File: src/rtl/horner_sched_if.sv
// Handshake and datapath-control bundle between the Horner scheduler and its surroundings.
// master: the scheduler side. slave: the front-end/datapath side.
interface horner_sched_if #(
  parameter int LANES    = 16,
  parameter int NUM_PASS = 2,
  parameter int ORDER    = 10
);
  localparam int CW  = $clog2(ORDER + 1);
  localparam int CHW = $clog2(LANES * NUM_PASS);

  logic           srdyi;
  logic           drdyi;
  logic           iss_valid;
  logic [CW-1:0]  coeff_sel;
  logic [CHW-1:0] ch_sel;
  logic           acc_init;
  logic           wr_en;
  logic [CHW-1:0] wr_ch;
  logic           srdyo;
  logic           busy;
  logic           overrun;

  modport master (
    input  srdyi, drdyi,
    output iss_valid, coeff_sel, ch_sel, acc_init, wr_en, wr_ch, srdyo, busy, overrun
  );
  modport slave (
    output srdyi, drdyi,
    input  iss_valid, coeff_sel, ch_sel, acc_init, wr_en, wr_ch, srdyo, busy, overrun
  );
endinterface

File: src/rtl/horner_sched.sv
// Issue scheduler for the shared Horner MAC: LANES-interleaved passes over all channels,
// pipelined write-back strobes and a backpressured frame-done handshake.
module horner_sched #(
  parameter int LANES    = 16,
  parameter int NUM_PASS = 2,
  parameter int ORDER    = 10,
  parameter int PIPE_LAT = 4
) (
  input  logic            clk,
  input  logic            GlobalReset,
  horner_sched_if.master  bus
);
  localparam int NUM_CH = LANES * NUM_PASS;
  localparam int CW     = $clog2(ORDER + 1);
  localparam int CHW    = $clog2(NUM_CH);
  localparam int LW     = (LANES > 1)    ? $clog2(LANES)    : 1;
  localparam int PW     = (NUM_PASS > 1) ? $clog2(NUM_PASS) : 1;
  localparam int DW     = (PIPE_LAT > 1) ? $clog2(PIPE_LAT) : 1;

  typedef enum logic [1:0] {IDLE, ISSUE, DRAIN, DONE} state_t;

  state_t          r_state;
  logic [LW-1:0]   r_lane;
  logic [CW-1:0]   r_step;
  logic [PW-1:0]   r_pass;
  logic [DW-1:0]   r_drain;
  logic            r_pending, r_overrun;
  logic            r_iss, r_acc, r_srdyo, r_busy;
  logic [CW-1:0]   r_coeff;
  logic [CHW-1:0]  r_ch;
  logic [PIPE_LAT-1:0]           r_vld_pipe;
  logic [PIPE_LAT-1:0][CHW-1:0]  r_ch_pipe;

  logic            w_last_lane, w_last_step, w_last_pass, w_end;
  logic [LW-1:0]   w_lane_nx;
  logic [CW-1:0]   w_step_nx;
  logic [PW-1:0]   w_pass_nx;
  logic [CHW-1:0]  w_ch_nx;
  logic            w_start, w_srdy_busy;

  always_comb begin
    w_last_lane = (r_lane == LW'(LANES - 1));
    w_last_step = (r_step == '0);
    w_last_pass = (r_pass == PW'(NUM_PASS - 1));
    w_end       = w_last_lane && w_last_step && w_last_pass;
    w_lane_nx   = w_last_lane ? '0 : r_lane + 1'b1;
    w_step_nx   = !w_last_lane ? r_step : (w_last_step ? CW'(ORDER) : r_step - 1'b1);
    w_pass_nx   = (w_last_lane && w_last_step) ? r_pass + 1'b1 : r_pass;
    w_ch_nx     = CHW'(w_pass_nx) * CHW'(LANES) + CHW'(w_lane_nx);
    // A start in DONE only happens once the current frame has been accepted.
    w_start     = (r_state == IDLE && bus.srdyi) ||
                  (r_state == DONE && bus.drdyi && (r_pending || bus.srdyi));
    w_srdy_busy = bus.srdyi && (r_state != IDLE) &&
                  !(r_state == DONE && bus.drdyi && !r_pending);
  end

  always_ff @(posedge clk or negedge GlobalReset) begin
    if (!GlobalReset) begin
      r_state    <= IDLE;
      r_lane     <= '0;
      r_step     <= '0;
      r_pass     <= '0;
      r_drain    <= '0;
      r_pending  <= 1'b0;
      r_overrun  <= 1'b0;
      r_iss      <= 1'b0;
      r_acc      <= 1'b0;
      r_srdyo    <= 1'b0;
      r_busy     <= 1'b0;
      r_coeff    <= '0;
      r_ch       <= '0;
      r_vld_pipe <= '0;
      r_ch_pipe  <= '0;
    end else begin
      // Write-back tracks the final (step 0) issue through the datapath latency.
      r_vld_pipe[0] <= r_iss && (r_coeff == '0);
      r_ch_pipe[0]  <= r_ch;
      for (int i = 1; i < PIPE_LAT; i++) begin
        r_vld_pipe[i] <= r_vld_pipe[i-1];
        r_ch_pipe[i]  <= r_ch_pipe[i-1];
      end

      if (w_srdy_busy) begin
        r_pending <= 1'b1;
        if (r_pending) r_overrun <= 1'b1;
      end

      if (w_start) begin
        r_state   <= ISSUE;
        r_lane    <= '0;
        r_step    <= CW'(ORDER);
        r_pass    <= '0;
        r_iss     <= 1'b1;
        r_coeff   <= CW'(ORDER);
        r_ch      <= '0;
        r_acc     <= 1'b1;
        r_busy    <= 1'b1;
        r_srdyo   <= 1'b0;
        r_pending <= 1'b0;
      end else begin
        case (r_state)
          IDLE: ;
          ISSUE: begin
            if (w_end) begin
              r_state <= DRAIN;
              r_lane  <= '0;
              r_step  <= '0;
              r_pass  <= '0;
              r_iss   <= 1'b0;
              r_coeff <= '0;
              r_ch    <= '0;
              r_acc   <= 1'b0;
            end else begin
              r_lane  <= w_lane_nx;
              r_step  <= w_step_nx;
              r_pass  <= w_pass_nx;
              r_coeff <= w_step_nx;
              r_ch    <= w_ch_nx;
              r_acc   <= (w_step_nx == CW'(ORDER));
            end
          end
          DRAIN: begin
            if (r_drain == DW'(PIPE_LAT - 1)) begin
              r_drain <= '0;
              r_state <= DONE;
              r_srdyo <= 1'b1;
            end else begin
              r_drain <= r_drain + 1'b1;
            end
          end
          DONE: begin
            if (bus.drdyi) begin
              r_srdyo <= 1'b0;
              r_busy  <= 1'b0;
              r_state <= IDLE;
            end
          end
          default: r_state <= IDLE;
        endcase
      end
    end
  end

  assign bus.iss_valid = r_iss;
  assign bus.coeff_sel = r_coeff;
  assign bus.ch_sel    = r_ch;
  assign bus.acc_init  = r_acc;
  assign bus.wr_en     = r_vld_pipe[PIPE_LAT-1];
  assign bus.wr_ch     = r_ch_pipe[PIPE_LAT-1];
  assign bus.srdyo     = r_srdyo;
  assign bus.busy      = r_busy;
  assign bus.overrun   = r_overrun;
endmodule

File: src/flat_wrapper.sv
// flat-port wrapper written by rule: the top's interface ports become plain ports
module horner_sched_flat 
#(
  parameter int LANES    = 16,
  parameter int NUM_PASS = 2,
  parameter int ORDER    = 10,
  parameter int PIPE_LAT = 4
)
  (clk, GlobalReset, bus_srdyi, bus_drdyi, bus_iss_valid, bus_coeff_sel, bus_ch_sel, bus_acc_init, bus_wr_en, bus_wr_ch, bus_srdyo, bus_busy, bus_overrun);
  horner_sched_if #(.LANES(LANES), .NUM_PASS(NUM_PASS), .ORDER(ORDER)) bus_i ();
  input  logic clk;
  input  logic GlobalReset;
  input wire logic [$bits(bus_i.srdyi)-1:0] bus_srdyi;
  input wire logic [$bits(bus_i.drdyi)-1:0] bus_drdyi;
  output wire logic [$bits(bus_i.iss_valid)-1:0] bus_iss_valid;
  output wire logic [$bits(bus_i.coeff_sel)-1:0] bus_coeff_sel;
  output wire logic [$bits(bus_i.ch_sel)-1:0] bus_ch_sel;
  output wire logic [$bits(bus_i.acc_init)-1:0] bus_acc_init;
  output wire logic [$bits(bus_i.wr_en)-1:0] bus_wr_en;
  output wire logic [$bits(bus_i.wr_ch)-1:0] bus_wr_ch;
  output wire logic [$bits(bus_i.srdyo)-1:0] bus_srdyo;
  output wire logic [$bits(bus_i.busy)-1:0] bus_busy;
  output wire logic [$bits(bus_i.overrun)-1:0] bus_overrun;
  assign bus_i.srdyi = bus_srdyi;
  assign bus_i.drdyi = bus_drdyi;
  assign bus_iss_valid = bus_i.iss_valid;
  assign bus_coeff_sel = bus_i.coeff_sel;
  assign bus_ch_sel = bus_i.ch_sel;
  assign bus_acc_init = bus_i.acc_init;
  assign bus_wr_en = bus_i.wr_en;
  assign bus_wr_ch = bus_i.wr_ch;
  assign bus_srdyo = bus_i.srdyo;
  assign bus_busy = bus_i.busy;
  assign bus_overrun = bus_i.overrun;
  horner_sched #(.LANES(LANES), .NUM_PASS(NUM_PASS), .ORDER(ORDER), .PIPE_LAT(PIPE_LAT)) u_core (.clk(clk), .GlobalReset(GlobalReset), .bus(bus_i));
endmodule
File: config.mk
export PLATFORM = sky130hd
export DESIGN_NAME = horner_sched_flat
export DESIGN_NICKNAME = d
export VERILOG_FILES = /design/src/rtl/horner_sched_if.sv /design/src/rtl/horner_sched.sv /design/src/flat_wrapper.sv
export SDC_FILE = /design/constraint.sdc
export NUM_CORES = 1
export LEC_CHECK = 0
export CAP_MARGIN = 25
export CORE_UTILIZATION = 57
export CTS_BUF_LIST = sky130_fd_sc_hd__clkbuf_4 sky130_fd_sc_hd__clkbuf_8 sky130_fd_sc_hd__clkbuf_16
export DETAILED_ROUTE_END_ITERATION = 6
export PLACE_DENSITY = 0.89
export SLEW_MARGIN = 20
export SYNTH_ARGS = -nofsm -noshare
export SYNTH_HDL_FRONTEND = slang
export SYNTH_SLANG_ARGS = --single-unit
File: constraint.sdc
create_clock -name clk -period 4.3 [get_ports clk]
set_clock_uncertainty 0.2 [all_clocks]
set_input_delay 1.29 -clock clk [delete_from_list [all_inputs] [get_ports clk]]
set_output_delay 1.29 -clock clk [all_outputs]
set_load 0.005 [all_outputs]
==> results list, run 1 <==
- Run status: complete, but fails checks
* Failing checks: DRC
* Global-route wire length before repair: 5490 um
* Syn_nets: between 150 and 200
- The clock passes through at most 2 buffers.
- Highest cell delay on the worst timing path: between 0.5 and 0.6 ns
* Sequential standard cell area: approximately 1100 um^2
* Effective utilization at floorplan: about 62%
* Total power per unit cell area: approximately 330 nW/um^2
- The count of buffers added on input and output ports is 23.
- The number of global-route vias before repair came to 1200.
- Multi-input logic area: slightly above 600 um^2
- The critical path is of the flop to output pin type.
- Counting both buffers and inverters, the worst setup path holds a total of 1.
- Number of sinks driven by the clock tree: 43
* First-pass DRT Iterations: 6
* Setup bufs post-CTS: 0
- Overall routing resource usage: 22.7%
* Number of gates given a new drive strength after cts: 0
* Fraction of registers with async set or reset after synthesis: 100%
* Routed via count divided by cell count: between 5 and 6
- Post-detailed-route DRC marker count: 2
* Worst path depth: 1
* Count of inserted antenna diode cells: 0
- Final core utilization: 71.8%
- STA classifies the critical path startpoint as a flop.
- In this run, CTS created clock tree buffers numbering 5.
- Count of nets after finishing: between 150 and 200
* Number of antenna violations at the first check in global routing: 0
* Leakage: 0.961 nW
* Flop and latch count out of synthesis: 43
* Final period util: 66.8%
- Reg-to-reg setup timing slack: between 1.5 and 2 ns
* Most used cells in the layout excluding fill and tap cells: dfrtp_1, clkdlybuf4s50_1, a21oi_1, ha_1, nor2_1
* Path depth of the worst reg2reg path: 7
- The number of different library cells used by synthesis comes to 35.
- Highest ir drop seen on vdd: roughly 210 uV
* Placed instance count: 189
- Clock root cell: clkbuf_4
- The critical path goes through clkdlybuf4s50_1.
- Maximum net fanout on the critical path: 6
- Clock-pin slew on the worst setup and hold paths: 0.13 ns
- For this run the aggregate overflow at the end of global routing stands at 0.
- Number of warnings reported in the yosys synthesis log: 0
* DRC violation total after the first TritonRoute iteration: 34
* Number of enable-type register cells in the synthesized netlist: 0
* Least setup slack across all paths after layout: 1.43 ns
- Final Total Pwr: between 0.6 and 0.7 mW
- In this run the critical register-to-register path is captured at u_core.bus.acc_init$_DFFE_PN0P_.
* CTS tree: yes
- Num ports: 24
* Synthesized instance count: 144
- The die is 57.8 um tall.
- Startpoint of the most critical hold path: u_core.r_ch_pipe[6]$_DFF_PN0_
- Tightest slew margin relative to the limit: 40.2%
- After routing, the total negative slack on setup checks comes to 0 ns.
* Slowest library cell on the worst path: clkdlybuf4s50_1
- Most common cell after layout, fill and taps aside: dfrtp_1
* Kind of cell adding the most delay to the critical path: buffers and inverters
- OpenSTA, run right after detailed placement, puts the worst setup slack at around 1.4 ns.
- Of the synthesized area, sequential elements account for 60.6%.
* Aggregate routed wire length: 3270 um
- Arrival time at the worst endpoint: between 1 and 1.5 ns
- Dividing the detail-routed wire length by the instance count gives 16.6 um.
- Element type at the critical path end: output pin
- The worst hold path was traced through 0 stages.
- The synthesized netlist occupies a cell area of between 1500 and 2000 um^2.
- The detail route stage leaves a number of antenna-violating nets equal to 0.
* Number of hold-slack violations in the final timing report: 0
- Largest net degree at the start of global routing: 44
- The finished layout holds 197 standard cells, fillers aside.
* Slew Viols, Final: 0
- Worst r2r src: u_core.bus.ch_sel[0]$_DFFE_PN0P_
- Die area: 3340 um^2
- Counting the fill cells in the layout gives 204.
- Insertion delay to the later sink of the worst-skew pair: 0.35 ns
- The worst hold path terminates at u_core.r_ch_pipe[11]$_DFF_PN0_.
- Final number of setup-violating endpoints: 0
- Number of hold buffers added after cts: 0
- The routed design could run at a clock period as short as roughly 2.9 ns.
- Reported max-cap violation count: 0
* Post-Synthesis Mean Instance Area: 12.3 um^2
- Core footprint: 2850 um^2
* Slew at the pin closest to its max-slew limit: 0.897 ns
- The detailed router placed 1172 vias in this run.
- The post-route netlist has 11.4% of its cells at a drive strength greater than 1.
- Post-detailed-placement half-perimeter wirelength: roughly 2300 um
- Worst setup path startpoint: u_core.bus.ch_sel[3]$_DFFE_PN0P_
* Die outline width: 57.8 um
- Routability-driven placement finished with a final weighted congestion of ~0.84.
- Area Growth Syn to Fin: 15.4%
* Hold/Removal Path Class: flop to flop
- Static timing analysis puts the maximum clock frequency at 348 MHz.
- The floorplan has 19 rows.
- In the synthesized netlist the dominant register cell turns out to be dfrtp_1.
- At the worst endpoint, the required time is 2.81 ns.
- Setup repair after global routing left no endpoint under its margin.
* CTS H-Tree Depth: 2
## logic make-up (layout without fill, tap and decap cells)
group,count (synthesis),in the layout,synth area share (%)
flip-flops,43,43,60.6
AND/OR/NAND/NOR,41,41,12.7
AO/OA/AOI/OAI,30,30,11.2
multiplexers,4,4,2.33
adder cells (fa/ha/maj),11,11,7.76
buffers and inverters,15,37,5.36
## per-layer routing
metal / share of wire, % / routed length [um] / track usage [%] / vias up
met3: 4.0 / 132 / 7.37 / 4
met5: 0 / 0 / 0 / -
li1: - / - / - / 535
met4: 1.2 / 40 / 8.50 / 0
met1: 42 / 1380 / 26.6 / 606
met2: 52 / 1710 / 39.4 / 27
## synthesized netlist by cell type (3+ instances only)
master    number  share of area (%)
a21oi_1       11                3.1
nand4_1        3                1.1
dfrtp_1       43                 61
inv_1          6                1.3
nand2b_1       3                1.1
nand2_1        8                1.7
mux2i_1        3                1.7
nor3_1         4                1.1
nor2_1        10                2.1
o21ai_0        6                1.7
nand3_1        3               0.85
ha_1          11                7.8
buf_4          6                2.5
## power by group
part | internal (mW) | switching, mW
sequential | 0.404 | 0.0000000000271
combinational | 0.00211 | 0.00821
clock | 0.122 | 0.129
## cell type report
class                      count  area share [%]
clock buffer                   5            1.83
inverter                       6            1.10
clock inverter                 3            2.14
multi-input combinational     86            29.5
timing repair buffer          23            11.0
tap                           31            1.89
sequential                    43            52.6
## state kept, by name (all words and copies together), names as in the netlist, 2 cells and up
signal             count
u_core.bus.ch_sel      4
u_core.r_state         2
u_core.r_vld_pipe      4
u_core.r_ch_pipe      15
u_core.bus.wr_ch       5
u_core.r_drain         2
u_core.r_step          4
## worst max-delay path by stage
stage / endpoint / slack [ns]
5_1_grt: bus_ch_sel[3] / 1.37
2_1_floorplan: u_core.bus.acc_init$_DFFE_PN0P_ / 1.98
6_report: bus_ch_sel[3] / 1.43
4_1_cts: bus_ch_sel[3] / 1.42
3_3_place_gp: u_core.r_state[0]$_DFFE_PN0P_ / 1.49
3_5_place_dp: u_core.r_state[1]$_DFFE_PN0P_ / 1.41
## metrics by stage
step / hold slack (ns) / area, um^2
floorplan: 0.131 / 1770
global placement: 0.131 / 1970
detailed placement: 0.135 / 1970
CTS: 0.163 / 2050
global route: 0.169 / 2050
finish: 0.161 / 2050
(Power assumes the default switching activity.)
==> run 2, diff against run 1 <==
--- a/config.mk
+++ b/config.mk
@@ -6,10 +6,10 @@
 export NUM_CORES = 1
 export LEC_CHECK = 0
 export CAP_MARGIN = 25
-export CORE_UTILIZATION = 57
+export CORE_UTILIZATION = 53
 export CTS_BUF_LIST = sky130_fd_sc_hd__clkbuf_4 sky130_fd_sc_hd__clkbuf_8 sky130_fd_sc_hd__clkbuf_16
 export DETAILED_ROUTE_END_ITERATION = 6
-export PLACE_DENSITY = 0.89
+export PLACE_DENSITY = 0.84
 export SLEW_MARGIN = 20
 export SYNTH_ARGS = -nofsm -noshare
 export SYNTH_HDL_FRONTEND = slang
==> constraint.sdc (replaced) <==
create_clock -name clk -period 2.8 [get_ports clk]
set_clock_uncertainty 0.2 [all_clocks]
set_input_delay 0.84 -clock clk [delete_from_list [all_inputs] [get_ports clk]]
set_output_delay 0.84 -clock clk [all_outputs]
set_load 0.005 [all_outputs]
==> results list, run 2 (same netlist as run 1, synthesis figures left out) <==
- The flow ran to the end, and the final reports show no timing, DRC or antenna violations.
- Sum of negative setup slack: 0 ns (unchanged)
- More flip-flops sit in one register than any other, and that register is u_core.r_ch_pipe.
* Final period util: 90.7%
- Path type of the worst setup path: flop to flop
* CTS tree: yes
* Port-buffer cells: 23 (unchanged)
- The die outline height was 59.9 um (+3.6%).
- Largest net degree at the start of global routing: 44 (unchanged)
* Vias in the first global route: 1151 (-4.1%)
- Arrival time at the worst endpoint: 2.57 ns (+1.19 ns)
- The post-cts repair resize count came to 0 (unchanged).
- The routed via count was 1157 (-1.3%).
- Max reg flops: 15 (unchanged)
* CTS H-Tree Depth: 2 (unchanged)
- Hold/Removal Path Class: flop to flop
- Slew Viols, Final: 0 (unchanged)
* Effective utilization at floorplan: 57.2% (-5.0 points)
- Highest ir drop seen on vdd: 226 uV (+6.1%)
* Die outline width: 59.9 um (+3.6%)
- Tightest slew margin relative to the limit: 66.5% (+26 points)
* Number of hold buffers added after cts: 0 (unchanged)
- The area of the placeable core is 3100 um^2 (+8.8%).
- Slew at the pin closest to its max-slew limit: 0.497 ns (-0.400 ns)
- First-pass DRT Iterations: 4 (-2)
* Reported max-cap violation count: 0 (unchanged)
* Std cell rows: 20 (+1)
- Final number of setup-violating endpoints: 0 (unchanged)
- Clock tree synthesis selected as its root buffer the cell clkbuf_4.
- Post-detailed-route DRC marker count: 0 (-2)
- Final estimated routing congestion in global placement: 0.882 (+4.4%)
- For this run, the top clock speed supported by timing is 394 MHz.
- The final layout net count came to 181 (+0.56%).
* Global-route wire length before repair: 5130 um (-6.4%)
* Leakage: 0.967 nW (+0.62%)
- Clock-pin slew on the worst setup and hold paths: 0.12 ns (about the same)
- Maximum net fanout on the critical path: 9 (+3)
- Area post-placement: 2000 um^2 (+1.8%)
* Most common cell after layout, fill and taps aside: dfrtp_1
* Post-detailed-placement half-perimeter wirelength: 2120 um (-8.1%)
- The TritonCTS buffer count is 5 (unchanged).
* Number of filler instances in the final layout: 259 (+27%)
- The violation count after the first detailed-route iteration came to 57 (+68%).
- Count of inserted antenna diode cells: 0 (unchanged)
- Insertion delay to the later sink of the worst-skew pair: 0.33 ns (-0.02 ns)
* Area Growth Syn to Fin: 17.1%
* Number of antenna violations at the first check in global routing: 0 (unchanged)
- Setup bufs post-CTS: 0 (unchanged)
- The sink count of the clock tree was 43 (unchanged).
* Element type at the critical path end: flop
* CP required: 2.83 ns (+0.02 ns)
* RSZ-0062 raised after global routing: no
- Total power per unit cell area: 488 nW/um^2 (+50%)
- The via count normalized by instance count is 5.51 (-7.4%).
- The global route total overflow came to 0 (unchanged).
* Shortest period the worst path allows: 2.54 ns
- Share of final-layout standard cells stronger than drive strength 1: 11.4% (unchanged)
* Average wire length per cell after detail routing: 14.5 um (-13%)
- Overall routing resource usage: 20.0% (-2.7 points)
- The maximum root-to-sink buffer count was 2 (unchanged).
- The final design instance area without fill came to 2080 um^2 (+1.5%).
- STA classifies the critical path startpoint as a flop.
- The final antenna-violating net count came to 0 (unchanged).
- Die area: 3580 um^2 (+7.3%)
- The top cell types in the final layout, fill and taps aside, are dfrtp_1, clkdlybuf4s50_1, a21oi_1, ha_1, nor2_1.
- The boundary pin count is 24 (unchanged).
- The hold violation count in the final report came to 0 (unchanged).
* Aggregate routed wire length: 3040 um (-6.9%)
run 2: cell count changes in the layout (fill, tap and decap cells not counted), sizes merged:
cell	delta
clkinv	-2
buf	+1
clkbuf	+1
run 2: final timing paths:
check,from,slack (ns),cells past startpoint,end
setup reg to reg,u_core.bus.ch_sel[0]$_DFFE_PN0P_,0.26,8,u_core.bus.acc_init$_DFFE_PN0P_
max in group asynchronous,GlobalReset,1.94,2,u_core.bus.ch_sel[3]$_DFFE_PN0P_
hold / removal,u_core.r_ch_pipe[8]$_DFF_PN0_,0.15,0,u_core.r_ch_pipe[13]$_DFF_PN0_
hold reg to reg,u_core.r_ch_pipe[8]$_DFF_PN0_,0.15,0,u_core.r_ch_pipe[13]$_DFF_PN0_
min in group asynchronous,GlobalReset,0.26,2,u_core.r_ch_pipe[1]$_DFF_PN0_
setup / recovery,u_core.bus.ch_sel[0]$_DFFE_PN0P_,0.26,8,u_core.bus.acc_init$_DFFE_PN0P_
run 2: area by class of cell:
type | count | area, um^2 | area share (%)
clock buffers | 6 | 45.0 | 2.17
clock inverters | 1 | 30.0 | 1.45
inverters | 6 | 22.5 | 1.08
multi-input cells | 86 | 603 | 29.0
flip-flops and latches | 43 | 1080 | 51.8
well taps | 44 | 55.1 | 2.65
repair buffers | 24 | 245 | 11.8
run 2: stage by stage:
step           cells  worst slack (ns)  util (%)  power, mW  hold slack, ns
6_report         210             0.259      66.9       1.01           0.153
5_1_grt          210             0.100      66.9       1.05           0.166
4_1_cts          210             0.273      66.9       1.02           0.160
3_5_place_dp     203             0.308      64.5      0.653           0.135
3_3_place_gp     203             0.371      64.5      0.652           0.131
2_1_floorplan    144             0.488         -      0.634           0.131
run 2: worst max-delay path, cell delays in order, from the launching register on:
cell and delay (ns):
dfrtp_1 0.45, ha_1 0.25, and3_1 0.38, and3_2 0.24
ha_1 0.28, nor2b_1 0.13, nand4_1 0.11, o41ai_1 0.08
a221o_1 0.32
run 2: where the power goes:
group	internal (mW)	switching [mW]	total [mW]
logic	0.00617	0.0134	0.0195
registers	0.621	0.0000000000522	0.621
clock network	0.194	0.179	0.373
total	0.821	0.192	1.01
run 2: per-layer routing:
layer / track usage, % / up-vias / wire length (um)
met5: 0 / - / 0
met4: 6.98 / 0 / 23
met3: 6.49 / 4 / 133
met2: 32.5 / 34 / 1450
met1: 25.1 / 576 / 1440
li1: - / 543 / -
==> run 3, diff against run 2 <==
==> constraint.sdc (replaced) <==
create_clock -name clk -period 2.8 [get_ports clk]
set_clock_uncertainty 0.2 [all_clocks]
set_input_delay 0.42 -clock clk [delete_from_list [all_inputs] [get_ports clk]]
set_output_delay 0.42 -clock clk [all_outputs]
set_load 0.005 [all_outputs]
==> results list, run 3 (same netlist as run 1, synthesis figures left out) <==
* Vias in the first global route: 1073 (-6.8%)
- The detail-routed net length per standard cell was 13.9 um (-4.2%).
- The final setup TNS is 0 ns (unchanged).
- The cell count of the worst reg-to-reg path is 7 (-1).
- Share of total power in combinational logic: 1.9% (about the same)
- The maximum level of the CTS H-tree is 2 (unchanged).
- In this run the worst hold path is classified as flop to flop.
- The length of routed met3 wiring came to 142 um (+6.8%).
* Dpl ws: 0.324 ns (+0.0151 ns)
- Die area: 3580 um^2 (unchanged)
- Effective utilization at floorplan: 57.2% (unchanged)
* Highest cell delay on the worst timing path: 0.46 ns (about the same)
- The global route total overflow came to 0 (unchanged).
* Clock-pin slew on the worst setup and hold paths: 0.13 ns (about the same)
- Core footprint: 3100 um^2 (unchanged)
* Num ports: 24 (unchanged)
- Shortest period the worst path allows: 2.51 ns (-0.0306 ns)
- The worst path required time was 2.90 ns (+0.07 ns).
* Most common cell after layout, fill and taps aside: dfrtp_1
- The run finished with clean final reports.
* Area Growth Syn to Fin: 18.5%
- Std cell rows: 20 (unchanged)
- The antenna cell count came to 0 (unchanged).
- The final instance count without filler cells was 212 (+0.95%).
- Reported max-cap violation count: 0 (unchanged)
- The net switching power of the design is 0.213 mW (+11%).
- Type of origin of the critical path: flop
- The worst hold path cell count is 0 (unchanged).
- Traced cell by cell, the critical path runs through ha_1, and3_1, and3_2, ha_1, nand2b_1, o41ai_1, a221o_1.
- Startpoint of the most critical hold path: u_core.r_ch_pipe[5]$_DFF_PN0_
- The wire length of the first global-routing pass came to 4930 um (-3.9%).
- The first-pass detailed-route iteration total was 4 (unchanged).
* Cell Int Power: 0.843 mW (+2.8%)
- The pin slew with the least headroom to its limit was 0.642 ns (+0.146 ns).
- Clock tree synthesis selected as its root buffer the cell clkbuf_4.
- The count of buffering cells on the critical path with inverters included is 0 (unchanged).
- The leakage power of the design was 0.978 nW (+1.2%).
- The worst register-to-register path begins at u_core.bus.ch_sel[0]$_DFFE_PN0P_.
- The largest net degree at the start of global routing was 44 (unchanged).
* Met2 wire length: 1390 um (-4.2%)
- Most used cells in the layout excluding fill and tap cells: dfrtp_1, clkdlybuf4s50_1, a21oi_1, ha_1, nor2_1
* Terminus of the critical flop-to-flop path: u_core.bus.acc_init$_DFFE_PN0P_
- Highest signal layer in the routed design: met4
- Counting flops per register, the top entry is u_core.r_ch_pipe.
* Least setup slack across all paths after layout: 0.290 ns (+0.0306 ns)
* Vias after detailed routing: 1146 (-0.95%)
- Number of hold-slack violations in the final timing report: 0 (unchanged)
* Peak Freq: 398 MHz (+1.2%)
- The biggest fanout along the worst timing path is 9 (unchanged).
* Kind of cell adding the most delay to the critical path: simple AND/OR/NAND/NOR gates
- Post-detailed-route DRC marker count: 0 (unchanged)
* RSZ-0062 raised after global routing: no
- Post-detailed-placement half-perimeter wirelength: 1990 um (-6.2%)
- The final layout net count is 182 (+0.55%).
- Share of final-layout standard cells stronger than drive strength 1: 11.9% (+0.46 points)
- Die outline width: 59.9 um (unchanged)
- On the critical path, the stage with the largest delay is an instance of dfrtp_1.
* Max reg flops: 15 (unchanged)
- The power density over the cells came to 503 nW/um^2 (+3.1%).
- The total wire length after detailed routing is 2940 um (-3.3%).
* Y dimension of the die: 59.9 um (unchanged)
- Element type at the critical path end: flop
- The number of I/O port buffers was 23 (unchanged).
- The global router's overall resource usage was 19.4% (-0.60 points).
- The critical path is of the flop to flop type.
- TritonCTS buffer count: 5 (unchanged)
- Final estimated routing congestion in global placement: 0.962 (+9.0%)
- The register-to-register setup slack is 0.29 ns (+0.03 ns).
* Tightest slew margin relative to the limit: 56.7% (-9.8 points)
- Sw Ratio: 20.2% (+1.2 points)
* Endpoint, Worst Hold: u_core.r_ch_pipe[10]$_DFF_PN0_
* Arrival time at the worst endpoint: 2.61 ns (+0.04 ns)
- Number of sinks driven by the clock tree: 43 (unchanged)
- The final antenna-violating net count came to 0 (unchanged).
* Number of antenna violations at the first check in global routing: 0 (unchanged)
- Final period util: 89.7% (-1.1 points)
* Final number of setup-violating endpoints: 0 (unchanged)
- Most frequent CP cell: ha_1
* Number of buffers on the longest clock path: 2 (unchanged)
* Setup bufs post-CTS: 0 (unchanged)
- Placed instance count: 202 (-0.49%)
- The part of the total power dissipated in the clock network is 39.3% (+2.5 points).
* CTS tree: yes
* Hold slack: 0.162 ns (+0.00952 ns)
* M1 WL: 1360 um (-6.0%)
- DRC violation total after the first TritonRoute iteration: 48 (-16%)
* Number of filler instances in the final layout: 247 (-4.6%)
- The worst IR drop on VDD came to 344 uV (+52%).
- Final Total Pwr: 1.06 mW (+4.3%)
- The via count normalized by instance count was 5.41 (-1.9%).
* Slew Viols, Final: 0 (unchanged)
- The part of the total power dissipated in sequential elements came to 58.8% (-2.5 points).
- Insertion delay to the later sink of the worst-skew pair: 0.35 ns (+0.02 ns)
run 3: changes by cell type in the layout (fill, tap and decap cells not counted), sizes merged:
cell	delta
dlygate4sd3	+1
inv	+1
run 3: stage by stage:
stage / cell area (um^2) / utilization [%]
after detailed placement: 1980 / 63.9
after global routing: 2100 / 67.7
after CTS: 2080 / 67.1
final: 2100 / 67.7
after global placement: 1980 / 63.9
after floorplan: 1770 / -
run 3: what timing repair did:
action | 4_1_cts | 5_1_grt
endpoints found under the setup margin | 0 | 0
endpoints found under the hold margin | 24 | 0
hold buffers | 1 | 0
gates resized for setup | 0 | 0
run 3: power groups by stage:
stage / sequential, mW / clock [mW] / combinational [mW]
floorplan: 0.633 / 0 / 0.000600
detailed placement: 0.633 / 0 / 0.0168
CTS: 0.621 / 0.430 / 0.0178
global route: 0.621 / 0.451 / 0.0240
global placement: 0.633 / 0 / 0.0162
finish: 0.621 / 0.416 / 0.0203
run 3: area by class of cell:
| cell class | count | area [um^2] | area share, % |
|---|---|---|---|
| sequential | 43 | 1080 | 51.2 |
| multi-input combinational | 86 | 603 | 28.7 |
| timing repair buffer | 25 | 255 | 12.1 |
| tap | 44 | 55.1 | 2.62 |
| clock buffer | 6 | 51.3 | 2.44 |
| clock inverter | 2 | 38.8 | 1.85 |
| inverter | 6 | 22.5 | 1.07 |
run 3: how the worst max path moves through the flow:
| stage | start | end | slack, ns | depth (start not counted) |
|---|---|---|---|---|
| finish | u_core.bus.ch_sel[0]$_DFFE_PN0P_ | u_core.bus.acc_init$_DFFE_PN0P_ | 0.29 | 7 |
| global route | u_core.bus.ch_sel[0]$_DFFE_PN0P_ | u_core.bus.acc_init$_DFFE_PN0P_ | 0.09 | 7 |
| CTS | u_core.bus.ch_sel[0]$_DFFE_PN0P_ | u_core.bus.acc_init$_DFFE_PN0P_ | 0.30 | 7 |
| detailed placement | u_core.bus.ch_sel[0]$_DFFE_PN0P_ | u_core.bus.acc_init$_DFFE_PN0P_ | 0.32 | 7 |
| global placement | u_core.bus.ch_sel[0]$_DFFE_PN0P_ | u_core.bus.acc_init$_DFFE_PN0P_ | 0.39 | 7 |
| floorplan | u_core.bus.ch_sel[0]$_DFFE_PN0P_ | u_core.bus.acc_init$_DFFE_PN0P_ | 0.49 | 8 |
run 3: routing by layer:
layer / vias up / GRT usage [%]
li1: 543 / -
met3: 9 / 5.84
met4: 0 / 8.64
met2: 31 / 28.4
met5: - / 0
met1: 563 / 26.8
